File: config.mk
export PLATFORM = sky130hd
export DESIGN_NAME = io_buttons_flat
export DESIGN_NICKNAME = d
export VERILOG_FILES = /design/src/rtl/io_buttons_pkg.sv /design/src/rtl/io_buttons_if.sv /design/src/rtl/io_buttons_button_debounce.sv /design/src/rtl/io_buttons.sv /design/src/flat_wrapper.sv
export SDC_FILE = /design/constraint.sdc
export NUM_CORES = 1
export LEC_CHECK = 0
export CORE_ASPECT_RATIO = 1.25
export CORE_MARGIN = 4
export CORE_UTILIZATION = 45
export DETAILED_ROUTE_END_ITERATION = 10
export DONT_BUFFER_PORTS = 1
export SLEW_MARGIN = 20
export SYNTH_ARGS = -nofsm -noshare
export SYNTH_HDL_FRONTEND = slang
export SYNTH_SLANG_ARGS = --single-unit
File: constraint.sdc
create_clock -name clk -period 2 [get_ports clk]
set_clock_uncertainty 0.05 [all_clocks]
set_input_delay 0.4 -clock clk [delete_from_list [all_inputs] [get_ports clk]]
set_output_delay 0.4 -clock clk [all_outputs]
set_load 0.02 [all_outputs]
File: src/rtl/io_buttons_pkg.sv
// Shared constants, bus-lane helpers and request types for the io_buttons
// button/LED peripheral at fc40-fc4f.
package io_buttons_pkg;

    localparam logic [2:0]  REG_STATE    = 3'd0;
    localparam logic [2:0]  REG_PRESS    = 3'd1;
    localparam logic [2:0]  REG_RELEASE  = 3'd2;
    localparam logic [2:0]  REG_IRQEN    = 3'd3;
    localparam logic [2:0]  REG_LED      = 3'd4;
    localparam logic [2:0]  REG_DEBOUNCE = 3'd5;

    localparam logic [15:0] BASE_ADDR    = 16'hfc40;
    localparam logic [15:0] DB_DEFAULT   = 16'd25000;

    typedef enum logic [1:0] {
        LANE_WORD = 2'd0,
        LANE_LO   = 2'd1,
        LANE_HI   = 2'd2
    } lane_e;

    typedef struct packed {
        logic        we;
        logic [2:0]  idx;
        logic [15:0] data;
        logic [15:0] mask;
    } wreq_t;

    function automatic lane_e lane_sel(input logic wide, input logic a0);
        if (wide) begin
            return LANE_WORD;
        end else if (a0) begin
            return LANE_HI;
        end else begin
            return LANE_LO;
        end
    endfunction

    function automatic logic [15:0] lane_mask(input lane_e lane);
        case (lane)
            LANE_WORD: return 16'hffff;
            LANE_LO:   return 16'h00ff;
            LANE_HI:   return 16'hff00;
            default:   return 16'h0000;
        endcase
    endfunction

    // Byte writes always arrive on din[7:0]; steer them to the addressed lane.
    function automatic logic [15:0] lane_data(input lane_e lane, input logic [15:0] din);
        case (lane)
            LANE_WORD: return din;
            LANE_LO:   return {8'h00, din[7:0]};
            LANE_HI:   return {din[7:0], 8'h00};
            default:   return 16'h0000;
        endcase
    endfunction

    function automatic logic [15:0] lane_merge(input logic [15:0] old_v,
                                               input logic [15:0] data,
                                               input logic [15:0] mask);
        return (old_v & ~mask) | (data & mask);
    endfunction

    // High-byte reads are returned right-justified on dout[7:0].
    function automatic logic [15:0] lane_read(input lane_e lane, input logic [15:0] r);
        case (lane)
            LANE_WORD: return r;
            LANE_LO:   return {8'h00, r[7:0]};
            LANE_HI:   return {8'h00, r[15:8]};
            default:   return 16'h0000;
        endcase
    endfunction

endpackage

File: src/rtl/io_buttons_if.sv
// CPU I/O bus as seen by the button/LED peripheral: same signalling as memory.
interface io_buttons_if;
    logic        en;
    logic        wr;
    logic        wide;
    logic [3:0]  addr;
    logic [15:0] din;
    logic [15:0] dout;

    modport master (output en, output wr, output wide, output addr, output din, input dout);
    modport slave  (input en, input wr, input wide, input addr, input din, output dout);
endinterface

File: src/rtl/io_buttons_button_debounce.sv
// One button: 2-flop synchroniser, tick-sampled history and debounced level
// with registered rise/fall pulses.
module button_debounce #(
    parameter int SAMPLES = 4
) (
    input  logic clk,
    input  logic nreset,
    input  logic tick,
    input  logic btn,
    output logic level,
    output logic rise,
    output logic fall
);

    logic                sync1_r;
    logic                sync2_r;
    logic [SAMPLES-1:0]  hist_r;
    logic [SAMPLES-1:0]  hist_next_s;
    logic                state_r;
    logic                rise_r;
    logic                fall_r;

    // Two-stage synchroniser for the asynchronous button input
    always_ff @(posedge clk or negedge nreset) begin
        if (!nreset) begin
            sync1_r <= 1'b0;
            sync2_r <= 1'b0;
        end else begin
            sync1_r <= btn;
            sync2_r <= sync1_r;
        end
    end

    // History shifts only on prescaler ticks
    always_comb begin
        hist_next_s = hist_r;
        if (tick) begin
            hist_next_s = {hist_r[SAMPLES-2:0], sync2_r};
        end else begin
            hist_next_s = hist_r;
        end
    end

    // Level changes only on a unanimous history; a mixed history holds it
    always_ff @(posedge clk or negedge nreset) begin
        if (!nreset) begin
            hist_r  <= '0;
            state_r <= 1'b0;
            rise_r  <= 1'b0;
            fall_r  <= 1'b0;
        end else begin
            hist_r <= hist_next_s;
            rise_r <= 1'b0;
            fall_r <= 1'b0;
            if (tick && (&hist_next_s) && !state_r) begin
                state_r <= 1'b1;
                rise_r  <= 1'b1;
            end else if (tick && !(|hist_next_s) && state_r) begin
                state_r <= 1'b0;
                fall_r  <= 1'b1;
            end else begin
                state_r <= state_r;
            end
        end
    end

    assign level = state_r;
    assign rise  = rise_r;
    assign fall  = fall_r;

endmodule

File: src/rtl/io_buttons.sv
// Button/LED peripheral: debounced buttons with sticky press/release events
// and a maskable level interrupt, plus the board LED register.
module io_buttons #(
    parameter int          NBTN       = 7,
    parameter int          SAMPLES    = 4,
    parameter logic [15:0] DB_DEFAULT = io_buttons_pkg::DB_DEFAULT
) (
    input  logic             clk,
    input  logic             nreset,
    io_buttons_if.slave      bus,
    input  logic [NBTN-1:0]  btn,
    output logic [7:0]       led,
    output logic             irq
);
    import io_buttons_pkg::*;

    localparam logic [15:0] BTN_MASK = 16'((32'd1 << NBTN) - 32'd1);

    lane_e           lane_s;
    wreq_t           wreq_s;
    logic            tick_s;
    logic            deb_wr_s;
    logic [15:0]     cnt_r;
    logic [15:0]     debounce_r;
    logic [15:0]     press_r;
    logic [15:0]     release_r;
    logic [15:0]     irq_en_r;
    logic [7:0]      led_r;
    logic            irq_r;
    logic [15:0]     dout_r;
    logic [15:0]     rdata_s;
    logic [15:0]     press_clr_s;
    logic [15:0]     release_clr_s;
    logic [15:0]     irq_en_next_s;
    logic [15:0]     debounce_next_s;
    logic [7:0]      led_next_s;
    logic [NBTN-1:0] state_s;
    logic [NBTN-1:0] rise_s;
    logic [NBTN-1:0] fall_s;
    logic [15:0]     state_vec_s;
    logic [15:0]     rise_vec_s;
    logic [15:0]     fall_vec_s;

    assign state_vec_s = 16'(state_s);
    assign rise_vec_s  = 16'(rise_s);
    assign fall_vec_s  = 16'(fall_s);

    // Decode the bus cycle into a lane-aligned write request
    always_comb begin
        lane_s      = lane_sel(bus.wide, bus.addr[0]);
        wreq_s.we   = bus.en & bus.wr;
        wreq_s.idx  = bus.addr[3:1];
        wreq_s.data = lane_data(lane_s, bus.din);
        wreq_s.mask = lane_mask(lane_s);
    end

    // Next values for software-writable registers
    always_comb begin
        deb_wr_s        = wreq_s.we && (wreq_s.idx == REG_DEBOUNCE);
        press_clr_s     = 16'h0000;
        release_clr_s   = 16'h0000;
        irq_en_next_s   = irq_en_r;
        led_next_s      = led_r;
        debounce_next_s = debounce_r;
        if (wreq_s.we) begin
            case (wreq_s.idx)
                REG_PRESS:    press_clr_s     = wreq_s.data & wreq_s.mask;
                REG_RELEASE:  release_clr_s   = wreq_s.data & wreq_s.mask;
                REG_IRQEN:    irq_en_next_s   = lane_merge(irq_en_r, wreq_s.data, wreq_s.mask) & BTN_MASK;
                // LED only has a low lane; high-lane writes fall away
                REG_LED:      led_next_s      = wreq_s.mask[0] ? wreq_s.data[7:0] : led_r;
                REG_DEBOUNCE: debounce_next_s = lane_merge(debounce_r, wreq_s.data, wreq_s.mask);
                default:      press_clr_s     = 16'h0000;
            endcase
        end else begin
            press_clr_s = 16'h0000;
        end
    end

    // Read-data mux; unused words read zero
    always_comb begin
        rdata_s = 16'h0000;
        case (bus.addr[3:1])
            REG_STATE:    rdata_s = state_vec_s;
            REG_PRESS:    rdata_s = press_r;
            REG_RELEASE:  rdata_s = release_r;
            REG_IRQEN:    rdata_s = irq_en_r;
            REG_LED:      rdata_s = {8'h00, led_r};
            REG_DEBOUNCE: rdata_s = debounce_r;
            default:      rdata_s = 16'h0000;
        endcase
    end

    assign tick_s = (cnt_r == debounce_r);

    // Sample prescaler; a DEBOUNCE write restarts the period
    always_ff @(posedge clk or negedge nreset) begin
        if (!nreset) begin
            cnt_r <= 16'h0000;
        end else if (deb_wr_s || tick_s) begin
            cnt_r <= 16'h0000;
        end else begin
            cnt_r <= cnt_r + 16'd1;
        end
    end

    for (genvar i = 0; i < NBTN; i++) begin : g_btn
        button_debounce #(.SAMPLES(SAMPLES)) u_db (
            .clk    (clk),
            .nreset (nreset),
            .tick   (tick_s),
            .btn    (btn[i]),
            .level  (state_s[i]),
            .rise   (rise_s[i]),
            .fall   (fall_s[i])
        );
    end

    // Register file, interrupt and read data; a hardware event beats a W1C
    always_ff @(posedge clk or negedge nreset) begin
        if (!nreset) begin
            press_r    <= 16'h0000;
            release_r  <= 16'h0000;
            irq_en_r   <= 16'h0000;
            led_r      <= 8'h00;
            debounce_r <= DB_DEFAULT;
            irq_r      <= 1'b0;
            dout_r     <= 16'h0000;
        end else begin
            press_r    <= ((press_r & ~press_clr_s) | rise_vec_s) & BTN_MASK;
            release_r  <= ((release_r & ~release_clr_s) | fall_vec_s) & BTN_MASK;
            irq_en_r   <= irq_en_next_s;
            led_r      <= led_next_s;
            debounce_r <= debounce_next_s;
            irq_r      <= |(press_r & irq_en_r);
            if (bus.en && !bus.wr) begin
                dout_r <= lane_read(lane_s, rdata_s);
            end else begin
                dout_r <= dout_r;
            end
        end
    end

    assign bus.dout = dout_r;
    assign led      = led_r;
    assign irq      = irq_r;

endmodule

File: src/flat_wrapper.sv
// flat-port wrapper written by rule: the top's interface ports become plain ports
module io_buttons_flat import io_buttons_pkg::*;
#(
    parameter int          NBTN       = 7,
    parameter int          SAMPLES    = 4,
    parameter logic [15:0] DB_DEFAULT = io_buttons_pkg::DB_DEFAULT
)
  (clk, nreset, btn, led, irq, bus_en, bus_wr, bus_wide, bus_addr, bus_din, bus_dout);
  io_buttons_if bus_i ();
  input  logic clk;
  input  logic nreset;
  input  logic [NBTN-1:0] btn;
  output logic [7:0] led;
  output logic irq;
  input wire logic [$bits(bus_i.en)-1:0] bus_en;
  input wire logic [$bits(bus_i.wr)-1:0] bus_wr;
  input wire logic [$bits(bus_i.wide)-1:0] bus_wide;
  input wire logic [$bits(bus_i.addr)-1:0] bus_addr;
  input wire logic [$bits(bus_i.din)-1:0] bus_din;
  output wire logic [$bits(bus_i.dout)-1:0] bus_dout;
  assign bus_i.en = bus_en;
  assign bus_i.wr = bus_wr;
  assign bus_i.wide = bus_wide;
  assign bus_i.addr = bus_addr;
  assign bus_i.din = bus_din;
  assign bus_dout = bus_i.dout;
  io_buttons #(.NBTN(NBTN), .SAMPLES(SAMPLES), .DB_DEFAULT(DB_DEFAULT)) u_core (.clk(clk), .nreset(nreset), .bus(bus_i), .btn(btn), .led(led), .irq(irq));
endmodule
Word-level counts from Yosys, hierarchy flattened

Cells that the tools add are included.

Flip-flop bits (word level): 141
Bits in latches: 0
Bits in writable memories: 0
Bits in read-only memories: 0
Bits of input ports: 32
Output and inout bits: 25
Word-level logic and storage cells: 199
Memories: 0

$add $sub $neg: 1
$mul: 0
Divide/modulo/power cells: 0
Magnitude comparators: 0
Equal/unequal tests: 8
Shifts and indexed selects: 0
Muxes and demuxes: 53
Bitwise logic cells: 14
Reductions and logical operators: 73

Operators with widths:

| operator                                                               | count |
|---|---|
| 16-bit one-hot mux with 3 select lines                                 | 3 |
| 16-bit one-hot mux with 6 select lines                                 | 1 |
| 1-bit 2-to-1 mux                                                       | 35 |
| 16-bit AND                                                             | 2 |
| 1-bit logical AND                                                      | 30 |
| 7-bit AND                                                              | 4 |
| 4-bit 2-to-1 mux                                                       | 7 |
| 7-bit 2-to-1 mux                                                       | 4 |
| 4-bit AND reduction                                                    | 7 |
| 4-bit OR reduction                                                     | 7 |
| 7-bit OR                                                               | 3 |
| 16-bit by 1-bit adder with 16-bit output (second input constant)       | 1 |
| 16-bit equality test                                                   | 1 |
| 16-bit 2-to-1 mux                                                      | 1 |
| 16-bit inverter                                                        | 1 |
| 16-bit OR                                                              | 1 |
| 16-bit OR reduction                                                    | 1 |
| 1-bit zero test                                                        | 15 |
| 7-bit inverter                                                         | 2 |
| 2-bit nonzero test                                                     | 7 |
| 3-bit by 2-bit equality test with 1-bit output (second input constant) | 2 |
| 3-bit equality test (second input constant)                            | 2 |
| 2-bit 2-to-1 mux                                                       | 2 |
| 2-bit AND reduction                                                    | 2 |
| other kinds (8)                                                        | 8 |

Depth between registers and ports, before layout

Depth after elaboration: 10
Gate-level depth with buffers: 8
Gate-level depth less buffers: 5

Cells and area by module

A second synthesis with hierarchy kept.

Cell total of the unflattened synthesis: 487
Area total of the unflattened synthesis: 6,037.0 sq um

By module, submodules not included:

| module          | times used | cells each | area each (sq um) | sequential area each (sq um) |
|---|---|---|---|---|
| io_buttons      | 1          | 361        | 3,987.6           | 1,959.4 |
| button_debounce | 7          | 18         | 292.8             | 200.2 |

Worst setup path before layout

No wires, ideal clock.

Kind: reg-to-reg
Start point: register (tool-made name)
End point: register u_core.g_btn[0].u_db.hist_r[0]
Library setup time: 0.125 ns
Arrival: 1.806 ns
Data required time: 1.825 ns
Path slack: 0.019 ns
Cell stages (with the launch flop): 6
Buffers on the path: 1
Clock period less this slack: 1.981 ns
Cell sequence: dfstp_2 > xnor2_1 > nand4_1 > nor4_4 > buf_6 > mux2_2

RTL lines:

| element              | line                             | RTL |
|---|---|---|
| end signal, assigned | io_buttons_button_debounce.sv:52 | `hist_r <= hist_next_s;` |
| end, declared        | io_buttons_button_debounce.sv:17 | `logic [SAMPLES-1:0] hist_r;` |

==> impl_results.md <==
* TritonCTS Buffers at 17
* Fin cells at 693
* Mux cell area share after synthesis at 10.6%
* Fin. Hold Viols at ~130
* Synth Register Bits at 134
* Final wirelength at 13300 um
* Min Tclk post-route at 2.01 ns
* Final Util at 54.6%
* GR Overflow Total at 0
* Async SR Flop Fraction at 100%
* Unrepaired setup endpoints after global routing: yes
* CTS tree: yes
* Count of different cell masters after synthesis at 47
* Startpoint types: register
* Clk pwr share at 43.4%
* Core ar. at about 13000 um^2
* Fin. max-slew vios at 0
* PnR worst setup slack at -0.00565 ns
* Crit path capture type: register
* P_sw at 1940 uW
* Vias in the first global route at 3999
* Clock root buffer: clkbuf_16
* Least-Margin Pin Slew at 0.676 ns
* Worst vdd ir at 508 uV
* Main combinational cell family by area after synthesis: simple AND/OR/NAND/NOR gates
* Sw frac at roughly 26%
* F_max at 0.499 GHz
* Nets at 546
* Max clock buf depth at 2
* Synth area leader: dfrtp_1
* Comb pwr share at 11.6%
* Gpl congestion at 0.856
* Synthesized net count at 514
* Worst hold path type: primary input to async pin
* Top cell type's share of synthesized area at 55.4%
* Area delta synth->final at 19.6%
* WP data arrival at 2.25 ns
* Largest net degree at the start of global routing at 135
* Status: complete, but fails checks
* Fill cells at 1054
* Rel. slew slack at 54.9%
* Placed cells at 650
* Failing checks: negative hold slack, negative setup slack
* Via Count at about 3900
* Core Rows at 46
* Max H-tree Level at 4
* Clock-pin slew of the registers on the worst-case setup and hold paths at 0.06 ns
* Die span in y at 135 um
* Proportion of layout cells with a drive suffix above 1 at 24.0%
* CTS Hold Bufs at 7
* Antenna viol nets, final at 0
* # DRC at 0
* Overall Global Routing Usage at 19.0%
* Wire per inst at 19.2 um
* TritonCTS Sinks at 134
* Die X at around 110 um
* Die footprint at 14700 um^2
* Setup_tns at -0.0184 ns
* Clk Latency, worst-skew pair at approximately 0.41 ns
* XOR/XNOR Fraction of Synth Area at 4.55%
* Post-Synth Simple-Gate Area at between 10% and 20%
* Drt via density at 5.58
* Yosys warns at 0
* First-pass iteration count of the detailed router at 4
* Initial antenna violation count at 0
* Main synth FF type: dfrtp_1
* Crit share post-route at 100%
* CP Max Fanout at 10
* Initial DRC count at 194
* Register area share after synthesis at 58.2%
* Setup CP Type: register to register
* Total I/O pin count at 57
* PwrDens at ~1100 nW/um^2
* Syn Area/Cell at 12.0 um^2
* Adder-Cell Fraction of Synth Area at 0.216%
* Cell area after synthesis at ~5800 um^2
* Max-cap check violation count at 0
* Leak at 0.00321 uW
* Synth Area in Compound Gates at 10.7%
* Synth top area cells: dfrtp_1 55%, mux2_2 9.2%, xnor2_1 3.2%
* Most frequent cells in the layout: 128 x dfrtp_1, 41 x nor2_1, 39 x mux2_2, 37 x nand2_1, 21 x buf_4
* Critical Path RT at 2.24 ns
* Min Hold Slack at -0.369 ns
* Number of inserted diodes at 0
* Setup Viol. Count Final at 5
* Starting Density at between 40% and 50%
* Cell internal pwr at 5620 uW
* Global-route wire length before repair at 21400 um
* Commonest non-fill, non-tap cell in the layout: dfrtp_1
* Share of power burned in registers at 45.0%
* PortBufs at 0
* DP HPWL at 9040 um
* Cells after synthesis at 481
* EDFF count, synth at 0
synthesized netlist by cell type, drive strengths merged, types with 2 or more instances:
library cell / instances
nor3b: 6
a31oi: 2
dfrtp: 128
nor2: 43
and4: 3
nand4: 12
nor2b: 2
xor2: 9
mux2i: 6
a21o: 17
nor3: 5
clkbuf: 10
a22oi: 3
a32oi: 3
o22ai: 11
a221o: 3
o21ai: 10
xnor2: 21
buf: 11
nand2: 37
a21oi: 20
and2: 2
and3: 12
mux2: 47
dfstp: 6
nor4: 8
o221ai: 3
nand3: 10
inv: 4
a22o: 11
nand2b: 4
o31ai: 5
power by group through the flow:
stage	Combinational [uW]	Sequential [uW]	Clock (uW)
2_1_floorplan	618	3350	0
3_3_place_gp	819	3450	0
3_5_place_dp	839	3450	0
4_1_cts	861	3410	3330
5_1_grt	971	3440	3470
6_report	877	3410	3280
timing repair:
action	in CTS	in global routing
resized for setup	2	17
cloned	1	2
setup buffers	1	1
endpoints found under the setup margin	39	44
pin swaps	1	6
hold endpoints to repair	141	134
per-stage QoR:
stage,area [um^2],power (uW),setup slack [ns]
detailed placement,6040,4290,-0.00624
CTS,6770,7600,0.00849
floorplan,5780,3970,0.0189
finish,6910,7560,-0.00565
global route,6910,7880,-0.0998
global placement,6040,4260,0.0147
path summary, 6_finish.rpt:
path / start / endpoint / slack (ns) / depth (start not counted)
setup / recovery: register / u_core.g_btn[6].u_db.hist_r[1] / -0.006 / 6
hold / removal: nreset / u_core.bus.dout[10] / -0.37 / 0
setup reg to reg: register / u_core.g_btn[6].u_db.hist_r[1] / -0.006 / 6
hold reg to reg: u_core.g_btn[1].u_db.sync1_r / u_core.g_btn[1].u_db.sync2_r / 0.30 / 0
max in group asynchronous: nreset / async pin / 1.93 / 0
min in group clk: bus_din[1] / register / 0.09 / 1
layer usage:
| metal | track usage, % | wire (um) |
|---|---|---|
| met1 | 23.3 | 5300 |
| met2 | 31.6 | 6910 |
| met3 | 5.16 | 754 |
| met4 | 7.48 | 336 |
| met5 | 0 | 0 |
cell families after synthesis:
kind of cell / Yosys count
AOI/OAI and AO/OA: 90
xor gates and xnor gates: 30
adders and majority gates: 1
buffers and inverters: 25
DFF: 134
muxes: 54
and+or+nand+nor: 147
worst max-delay path, cell delays in order, from the launching register on:
cell and delay [ns]:
dfstp_2 0.55, xnor2_2 0.13, nand4_1 0.17, nor4_4 0.29, buf_6 0.20, clkbuf_16 0.18
mux2_2 0.33
cell type report:
| class | instances | area, um^2 | share of cell area, % |
|---|---|---|---|
| flip-flops and latches | 134 | 3360 | 48.6 |
| well taps | 168 | 210 | 3.04 |
| clock inverters | 11 | 175 | 2.53 |
| multi-input cells | 322 | 2340 | 33.9 |
| clock buffers | 20 | 447 | 6.46 |
| repair buffers | 34 | 357 | 5.16 |
| inverters | 4 | 18.8 | 0.272 |
No activity file was read; power rests on OpenSTA's default activity.
